## config.mk

```make
export PLATFORM = sky130hd
export DESIGN_NAME = ro_harvest_ctrl
export DESIGN_NICKNAME = d
export VERILOG_FILES = /design/src/rtl/ro_harvest_ctrl.sv
export SDC_FILE = /design/constraint.sdc
export NUM_CORES = 1
export LEC_CHECK = 0
export CORE_ASPECT_RATIO = 1.4
export CORE_UTILIZATION = 36
export CTS_CLUSTER_SIZE = 10
export DETAILED_ROUTE_END_ITERATION = 8
export PLACE_DENSITY_LB_ADDON = 0.05
export SLEW_MARGIN = 20
export SYNTH_ARGS = -nofsm -noshare
export SYNTH_HDL_FRONTEND = slang
export SYNTH_SLANG_ARGS = --single-unit
```

## constraint.sdc

```tcl
create_clock -name clk -period 3.36 [get_ports clk]
set_clock_uncertainty 0.1 [all_clocks]
set_input_delay 0.672 -clock clk [delete_from_list [all_inputs] [get_ports clk]]
set_output_delay 0.672 -clock clk [all_outputs]
set_load 0.03 [all_outputs]
```

## src/rtl/ro_harvest_ctrl.sv

```systemverilog
// Harvest sequencer for the dual ring-oscillator entropy buffer: warm-up, timed byte capture, output FIFO.
// Optional repetition health check is compiled in when RO_HEALTH_CHECK_EN is defined.
module ro_harvest_ctrl #(
  parameter int WARMUP_CYCLES = 256,
  parameter int FIFO_DEPTH    = 4
`ifdef RO_HEALTH_CHECK_EN
  ,
  parameter int RPT_LIMIT     = 4
`endif
) (
  input  logic       clk,
  input  logic       rst_n,
  input  logic       start,
  input  logic       stop,
  input  logic [7:0] num_bytes,
  input  logic [2:0] sel_cfg,
  output logic       ro_activate_1,
  output logic       ro_activate_2,
  output logic [2:0] out_sel,
  input  logic [7:0] byte_in,
  output logic [7:0] m_data,
  output logic       m_valid,
  input  logic       m_ready,
  output logic       busy,
  output logic       done,
  output logic       overrun,
  output logic       fault
);

  typedef enum logic [1:0] {S_IDLE, S_WARMUP, S_SAMPLE, S_DRAIN} state_e;

  localparam int            AW        = $clog2(FIFO_DEPTH);
  localparam logic [9:0]    WARM_LAST = 10'(WARMUP_CYCLES - 1);
  localparam logic [AW:0]   CNT_FULL  = (AW+1)'(FIFO_DEPTH);
  localparam logic [AW:0]   CNT_ONE   = (AW+1)'(1);
  localparam logic [AW-1:0] PTR_ONE   = (AW)'(1);

  state_e        state_q, state_d;
  logic [9:0]    warm_q, warm_d;
  logic [6:0]    phase_q, phase_d;
  logic [7:0]    cap_cnt_q, cap_cnt_d;
  logic [2:0]    sel_q, sel_d;
  logic [7:0]    num_q, num_d;
  logic [2:0]    out_sel_q, out_sel_d;
  logic          done_q, done_d;
  logic          overrun_q, overrun_d;
  logic [7:0]    mem [FIFO_DEPTH];
  logic [AW-1:0] wr_ptr_q, wr_ptr_d;
  logic [AW-1:0] rd_ptr_q, rd_ptr_d;
  logic [AW:0]   count_q, count_d;
  logic          take;
  logic          push;
  logic          pop;
`ifdef RO_HEALTH_CHECK_EN
  logic [7:0]    prev_q, prev_d;
  logic [7:0]    rpt_q, rpt_d;
  logic [7:0]    rpt_next;
  logic          fault_q, fault_d;
`endif

  // NOTE: every _d signal takes its hold value before the case so no path leaves it unassigned and infers a latch.
  always_comb begin
    state_d   = state_q;
    warm_d    = warm_q;
    phase_d   = phase_q;
    cap_cnt_d = cap_cnt_q;
    sel_d     = sel_q;
    num_d     = num_q;
    out_sel_d = out_sel_q;
    done_d    = 1'b0;
    overrun_d = overrun_q;
    take      = 1'b0;
`ifdef RO_HEALTH_CHECK_EN
    prev_d    = prev_q;
    rpt_d     = rpt_q;
    rpt_next  = rpt_q;
    fault_d   = fault_q;
`endif

    unique case (state_q)
      S_IDLE: begin
        if (start) begin
          sel_d     = sel_cfg;
          num_d     = num_bytes;
          overrun_d = 1'b0;
          warm_d    = '0;
          cap_cnt_d = '0;
`ifdef RO_HEALTH_CHECK_EN
          fault_d   = 1'b0;
          rpt_d     = '0;
`endif
          state_d   = S_WARMUP;
        end
      end
      S_WARMUP: begin
        if (stop) begin
          state_d = S_DRAIN;
        end else if (warm_q == WARM_LAST) begin
          state_d   = S_SAMPLE;
          out_sel_d = sel_q;
          // Countdown to the first capture: two oscillator stages, window fill and the buffer output register.
          phase_d   = {1'b0, sel_q, 3'b000} + 7'd11;
        end else begin
          warm_d = warm_q + 10'd1;
        end
      end
      S_SAMPLE: begin
        phase_d = phase_q - 7'd1;
        if (stop) state_d = S_DRAIN;
        if (phase_q == '0) begin
          phase_d = 7'd7;
`ifdef RO_HEALTH_CHECK_EN
          // rpt_q == 0 means no byte has been captured yet in this run.
          rpt_next = (rpt_q != '0 && byte_in == prev_q)
                   ? ((rpt_q == 8'hFF) ? rpt_q : rpt_q + 8'd1) : 8'd1;
          rpt_d    = rpt_next;
          prev_d   = byte_in;
          if (rpt_next >= 8'(RPT_LIMIT)) begin
            fault_d = 1'b1;
            state_d = S_DRAIN;
          end else begin
            take = 1'b1;
          end
`else
          take = 1'b1;
`endif
          if (take) begin
            cap_cnt_d = (cap_cnt_q == 8'hFF) ? cap_cnt_q : cap_cnt_q + 8'd1;
            if (num_q != '0 && cap_cnt_d == num_q) state_d = S_DRAIN;
          end
        end
      end
      S_DRAIN: begin
        if (count_q == '0) begin
          state_d = S_IDLE;
          done_d  = 1'b1;
        end
      end
      default: state_d = S_IDLE;
    endcase

    // A pop in the same cycle frees the slot, so a capture into a full FIFO still lands.
    pop  = (count_q != '0) && m_ready;
    push = take && ((count_q != CNT_FULL) || pop);
    if (take && !push) overrun_d = 1'b1;

    wr_ptr_d = push ? wr_ptr_q + PTR_ONE : wr_ptr_q;
    rd_ptr_d = pop  ? rd_ptr_q + PTR_ONE : rd_ptr_q;
    count_d  = count_q;
    if (push && !pop)      count_d = count_q + CNT_ONE;
    else if (pop && !push) count_d = count_q - CNT_ONE;
  end

  // NOTE: sequential state uses non-blocking assignments so every flop samples the pre-edge values.
  // The reset pin is active-high despite its name.
  always_ff @(posedge clk or posedge rst_n) begin
    if (rst_n) begin
      state_q   <= S_IDLE;
      warm_q    <= '0;
      phase_q   <= '0;
      cap_cnt_q <= '0;
      sel_q     <= '0;
      num_q     <= '0;
      out_sel_q <= '0;
      done_q    <= 1'b0;
      overrun_q <= 1'b0;
      wr_ptr_q  <= '0;
      rd_ptr_q  <= '0;
      count_q   <= '0;
`ifdef RO_HEALTH_CHECK_EN
      prev_q    <= '0;
      rpt_q     <= '0;
      fault_q   <= 1'b0;
`endif
    end else begin
      state_q   <= state_d;
      warm_q    <= warm_d;
      phase_q   <= phase_d;
      cap_cnt_q <= cap_cnt_d;
      sel_q     <= sel_d;
      num_q     <= num_d;
      out_sel_q <= out_sel_d;
      done_q    <= done_d;
      overrun_q <= overrun_d;
      wr_ptr_q  <= wr_ptr_d;
      rd_ptr_q  <= rd_ptr_d;
      count_q   <= count_d;
`ifdef RO_HEALTH_CHECK_EN
      prev_q    <= prev_d;
      rpt_q     <= rpt_d;
      fault_q   <= fault_d;
`endif
    end
  end

  // NOTE: FIFO storage is not reset; the pointers and count alone decide which entries are valid.
  always_ff @(posedge clk) begin
    if (push) mem[wr_ptr_q] <= byte_in;
  end

  assign ro_activate_1 = (state_q == S_WARMUP) || (state_q == S_SAMPLE);
  assign ro_activate_2 = ro_activate_1;
  assign out_sel       = out_sel_q;
  assign m_valid       = (count_q != '0);
  assign m_data        = m_valid ? mem[rd_ptr_q] : 8'h00;
  assign busy          = (state_q != S_IDLE);
  assign done          = done_q;
  assign overrun       = overrun_q;
`ifdef RO_HEALTH_CHECK_EN
  assign fault         = fault_q;
`else
  assign fault         = 1'b0;
`endif

endmodule

```

# Yosys cells after proc, flatten, opt, wreduce, memory -nomap -nowiden
# Memories as Yosys holds them, arrays and structs flattened.
# Cells that the tools add are included.
# classes
addsub	8
eq_ne	14
muxes	32
bitwise	1
n_reduce_logical	29
# op_table
cell	count
$mux W8	4
$mux W10	3
$mux W7	3
$pmux W10 S2	1
$pmux W8 S2	1
$mux W2	7
$pmux W7 S2	1
$reduce_bool A2 Y1	7
$ne A2 B2 Y1 const B	6
$reduce_and A3 Y1	4
$add A10 B1 Y10 const B	1
$eq A10 B8 Y1 const B	1
$mux W1	9
$add A8 B1 Y8 const B	1
$eq A8 B8 Y1	1
$eq A8 B8 Y1 const B	1
$pmux W2 S4	1
$reduce_bool A8 Y1	1
$add A6 B4 Y7 const B	1
$logic_not A7 Y1	1
$sub A7 B1 Y7 const B	1
$logic_and A1 B1 Y1	6
$mux W3	2
$ne A3 B3 Y1 const B	2
13 further kinds	18
# word_totals
register_bits	50
ram_bits	32
out_inout_bits	18
word_cells	97
n_memories	1
# mem_list
name	depth	width	rd	rd_ports_with_merged_regs	write_ports	line	source
mem	4	8	1	0	1	47	logic [7:0] mem [FIFO_DEPTH];

# Longest topological paths before layout
# logic_depth
depth_word	8
mapped_depth	12
depth_no_buf	12

# Worst setup path after synthesis
# Ideal clock, no wire load.
# synth_path
path_type	flip-flop to flip-flop
startpoint	register phase_q[0]
endpoint	register count_q[2]
setup_time_ns	0.079
arrival_ns	2.596
slack_ns	0.585
stages_incl_launch_ff	13
path_buffers	0
path_cell_list	dfrtp_1 -> inv_1 -> ha_1 -> or3b_4 -> nor4_4 -> nand2_1 -> nor2_2 -> ha_1 -> inv_1 -> fa_1 -> xor2_1 -> nor2_1 -> xor2_1
# synth_between
elab_chain_len	7
# synth_lines
item	line	source
start, declared	40	logic [6:0] phase_q, phase_d;
start signal, assigned	178	phase_q <= phase_d;
$logic_not A7 Y1 *	110	if (phase_q == '0) begin
$mux W1 *	110	
$mux W1 *	80	unique case (state_q)
$logic_and A1 B1 Y1 *	144	push = take && ((count_q != CNT_FULL) || pop);
net push	52	logic push;
$logic_not A1 Y1	151	else if (pop && !push) count_d = count_q - CNT_ONE;
$logic_and A1 B1 Y1	151	
$reduce_bool A2 Y1 (no line)	-	
end signal, assigned	187	count_q <= count_d;
end, declared	50	logic [AW:0] count_q, count_d;
# Mark *: on every way through the listed nets, which the timed path passes. The rest lies on a longest branch.
# A chain may end at the register's enable or synchronous reset.

# Worst setup path after layout
# layout_path
startpoint	register rd_ptr_q[0]
endpoint	output m_data[0]
# layout_between
elab_chain_len	2
# layout_lines
item	line	source
start, declared	49	logic [AW-1:0] rd_ptr_q, rd_ptr_d;
start signal, assigned	186	rd_ptr_q <= rd_ptr_d;
$mem_v2 Z4 W8	-	
$mux W8	205	assign m_data = m_valid ? mem[rd_ptr_q] : 8'h00;
end, declared	21	output logic [7:0] m_data,
# No other way between the ends.

==> qor.txt <==
Ports -> 42
crit path DAT -> 2.26 ns
worst reg2reg path endpoint -> count_q[2]
Critical Path End Type -> output port
most frequent cells in the layout -> 50 x dfrtp_1, 40 x clkdlybuf4s50_1, 32 x edfxtp_1
most common cell after layout, fill and taps aside -> dfrtp_1
Post-Syn Area -> 4110 um2
DRC violations left -> 0
leak pwr -> 1.98 nW
DP HPWL -> 5970 um
setup TNS -> 0 ns
share of cells above drive strength 1 -> 15.3%
largest net degree at the start of global routing -> 27
routed wire length -> 8320 um
kind of critical path -> flip-flop to output port
Core Area -> 11000 um2
Worst setup SP type -> flip-flop
max cap viols -> 0
synth warn -> 0
Area Growth Syn to Fin -> 21.1%
register area share after synthesis -> 53.9%
Max transition margin -> 60.6%
endpoints failing setup -> 0
CTS tree -> yes
Nets -> 419
Chip Width -> 92.3 um
hold path endpoint -> count_q[2]
ys async rst share -> 61.0%
die area -> 11800 um2
detailed-route via count -> 2717
WP data required -> 2.59 ns
Starting Density -> 37.4%
# resized after CTS -> 0
f_max -> 330 MHz
CTS Buf Count -> 9
Mapped Cells -> 339
RD Place Congestion -> 0.777
RSZ-0062 raised after global routing -> false
Worst Tran Pin Value -> 0.589 ns
Reg2Reg Launch Point -> phase_q[0]
crit path time final -> 3.03 ns
Root Driver -> clkbuf_16
clock-pin slew on the worst setup and hold paths -> 0.06 ns
Clk Latency, worst-skew pair -> 0.34 ns
Rows -> 45
initial DRC count -> 60
status -> complete, no violations
Fin. Hold Viols -> 0
Clock Tree Buf Depth -> 2
final period utilization -> 90.1%
Yosys cell types -> 61
H-tree depth -> 3
gr usage total -> 15.7%
predominant post-synthesis flop cell -> dfrtp_1
PwrDens -> 787 nW/um2
die height -> 128 um
fin. max-slew vios -> 0
antenna violations before repair -> 0
syn_area_per_cell -> 12.1 um2
WL/cell -> 15.8 um
HP Class -> flip-flop to flip-flop
Worst R2R Setup Slack -> 0.39 ns
worst-path fanout max -> 6
n_diodes -> 0
hold buffers post-CTS -> 0
cells on worst reg2reg path -> 12
vias per inst -> 5.16
#FFs+latches synth -> 82
Hold Crit Depth -> 1
vias in the first global route -> 2763
Post-synth EDFFs -> 32
Detailed Routing Iterations Pass 1 -> 4
I/O Buffers -> 40
Post-CTS Setup Inserts -> 0
min-delay src -> count_q[2]
Post-DRT Antenna Nets -> 0
GRT overflow -> 0
Max VDD drop -> 0.279 mV
Final Total Pwr -> 0.00391 W
CTS sink count -> 82
Synth Net Count -> 377
first-pass GRT wire length -> 14200 um
filler cell count -> 1052
==> synthesized netlist by cell type (all sizes together) (4+ instances only) <==
cell	count	area [um2]
a21oi	19	95.1
a22o	4	35.0
and2	13	83.8
and3	4	25.0
buf	11	73.8
clkbuf	4	15.0
dfrtp	50	1250
edfxtp	32	961
ha	13	163
inv	16	60.1
mux2	15	169
mux4	8	180
nand2	20	77.6
nand3	10	50.1
nand4	8	56.3
nor2	23	88.8
nor3	7	40.0
nor4	4	40.0
o21ai	15	82.6
xnor2	7	61.3
xor2	13	114
==> power breakdown <==
| part | internal [W] | switching [W] | leakage, nW |
|---|---|---|---|
| logic | 0.000711 | 0.000759 | 0.904 |
| clock network | 0.000589 | 0.000424 | 0.149 |
| registers | 0.00121 | 0.000219 | 0.931 |
==> cells by family after synthesis <==
family	after synthesis	share of synthesized area, %
fa+ha+maj	14	4.45
compound gates	63	10.5
xor+xnor	20	4.26
mux	25	8.99
simple gates	103	14.3
flops	82	53.9
buf+inv	31	3.62
other cells	1	0.0913
==> worst max-delay path: stages (launching register included) <==
cell and delay, ns:
dfrtp_1 0.51, buf_12 0.18, mux4_2 0.48, and2_1 0.16, clkdlybuf4s50_1 0.59
==> routing by layer <==
metal / global-route usage (%) / routed length, um / share of wire [%]
met2: 27.3 / 4230 / 51
met5: 0 / 0 / 0
met3: 3.55 / 281 / 3.4
met1: 19.3 / 3710 / 45
met4: 4.96 / 106 / 1.3
==> sequential cells by signal, indices dropped and copies added (netlist names) <==
signal / flops
mem: 32
done: 1
overrun: 1
warm_q: 10
phase_q: 7
out_sel: 3
sel_q: 3
count_q: 3
wr_ptr_q: 2
num_q: 8
cap_cnt_q: 8
rd_ptr_q: 2
state_q: 2
==> stage by stage <==
step                      util, %  worst slack, ns  std cells  instance area [um2]  hold WS, ns
after floorplan                 -            0.585        339                 4110        0.356
after global placement       42.5            0.434        511                 4670        0.391
after detailed placement     42.5            0.348        511                 4670        0.401
after CTS                    45.3            0.289        527                 4970        0.420
after global routing         45.3            0.194        527                 4970        0.426
final                        45.3            0.332        527                 4970        0.413
==> worst max path at each step <==
stage	from	end	slack (ns)
finish	rd_ptr_q[0]	m_data[0]	0.33
global route	phase_q[0]	count_q[2]	0.19
CTS	rd_ptr_q[0]	m_data[4]	0.29
detailed placement	m_ready	count_q[1]	0.35
global placement	m_ready	count_q[1]	0.43
floorplan	phase_q[0]	count_q[2]	0.58
==> cell type report <==
| cell class | count | area, um2 | share of cell area (%) |
|---|---|---|---|
| inverter | 16 | 60.1 | 1.21 |
| sequential | 82 | 2210 | 44.5 |
| tap | 141 | 176 | 3.55 |
| multi-input combinational | 226 | 1750 | 35.1 |
| clock buffer | 9 | 225 | 4.53 |
| timing repair buffer | 46 | 470 | 9.46 |
| clock inverter | 7 | 83.8 | 1.69 |
Power figures use the tool's default switching activity.
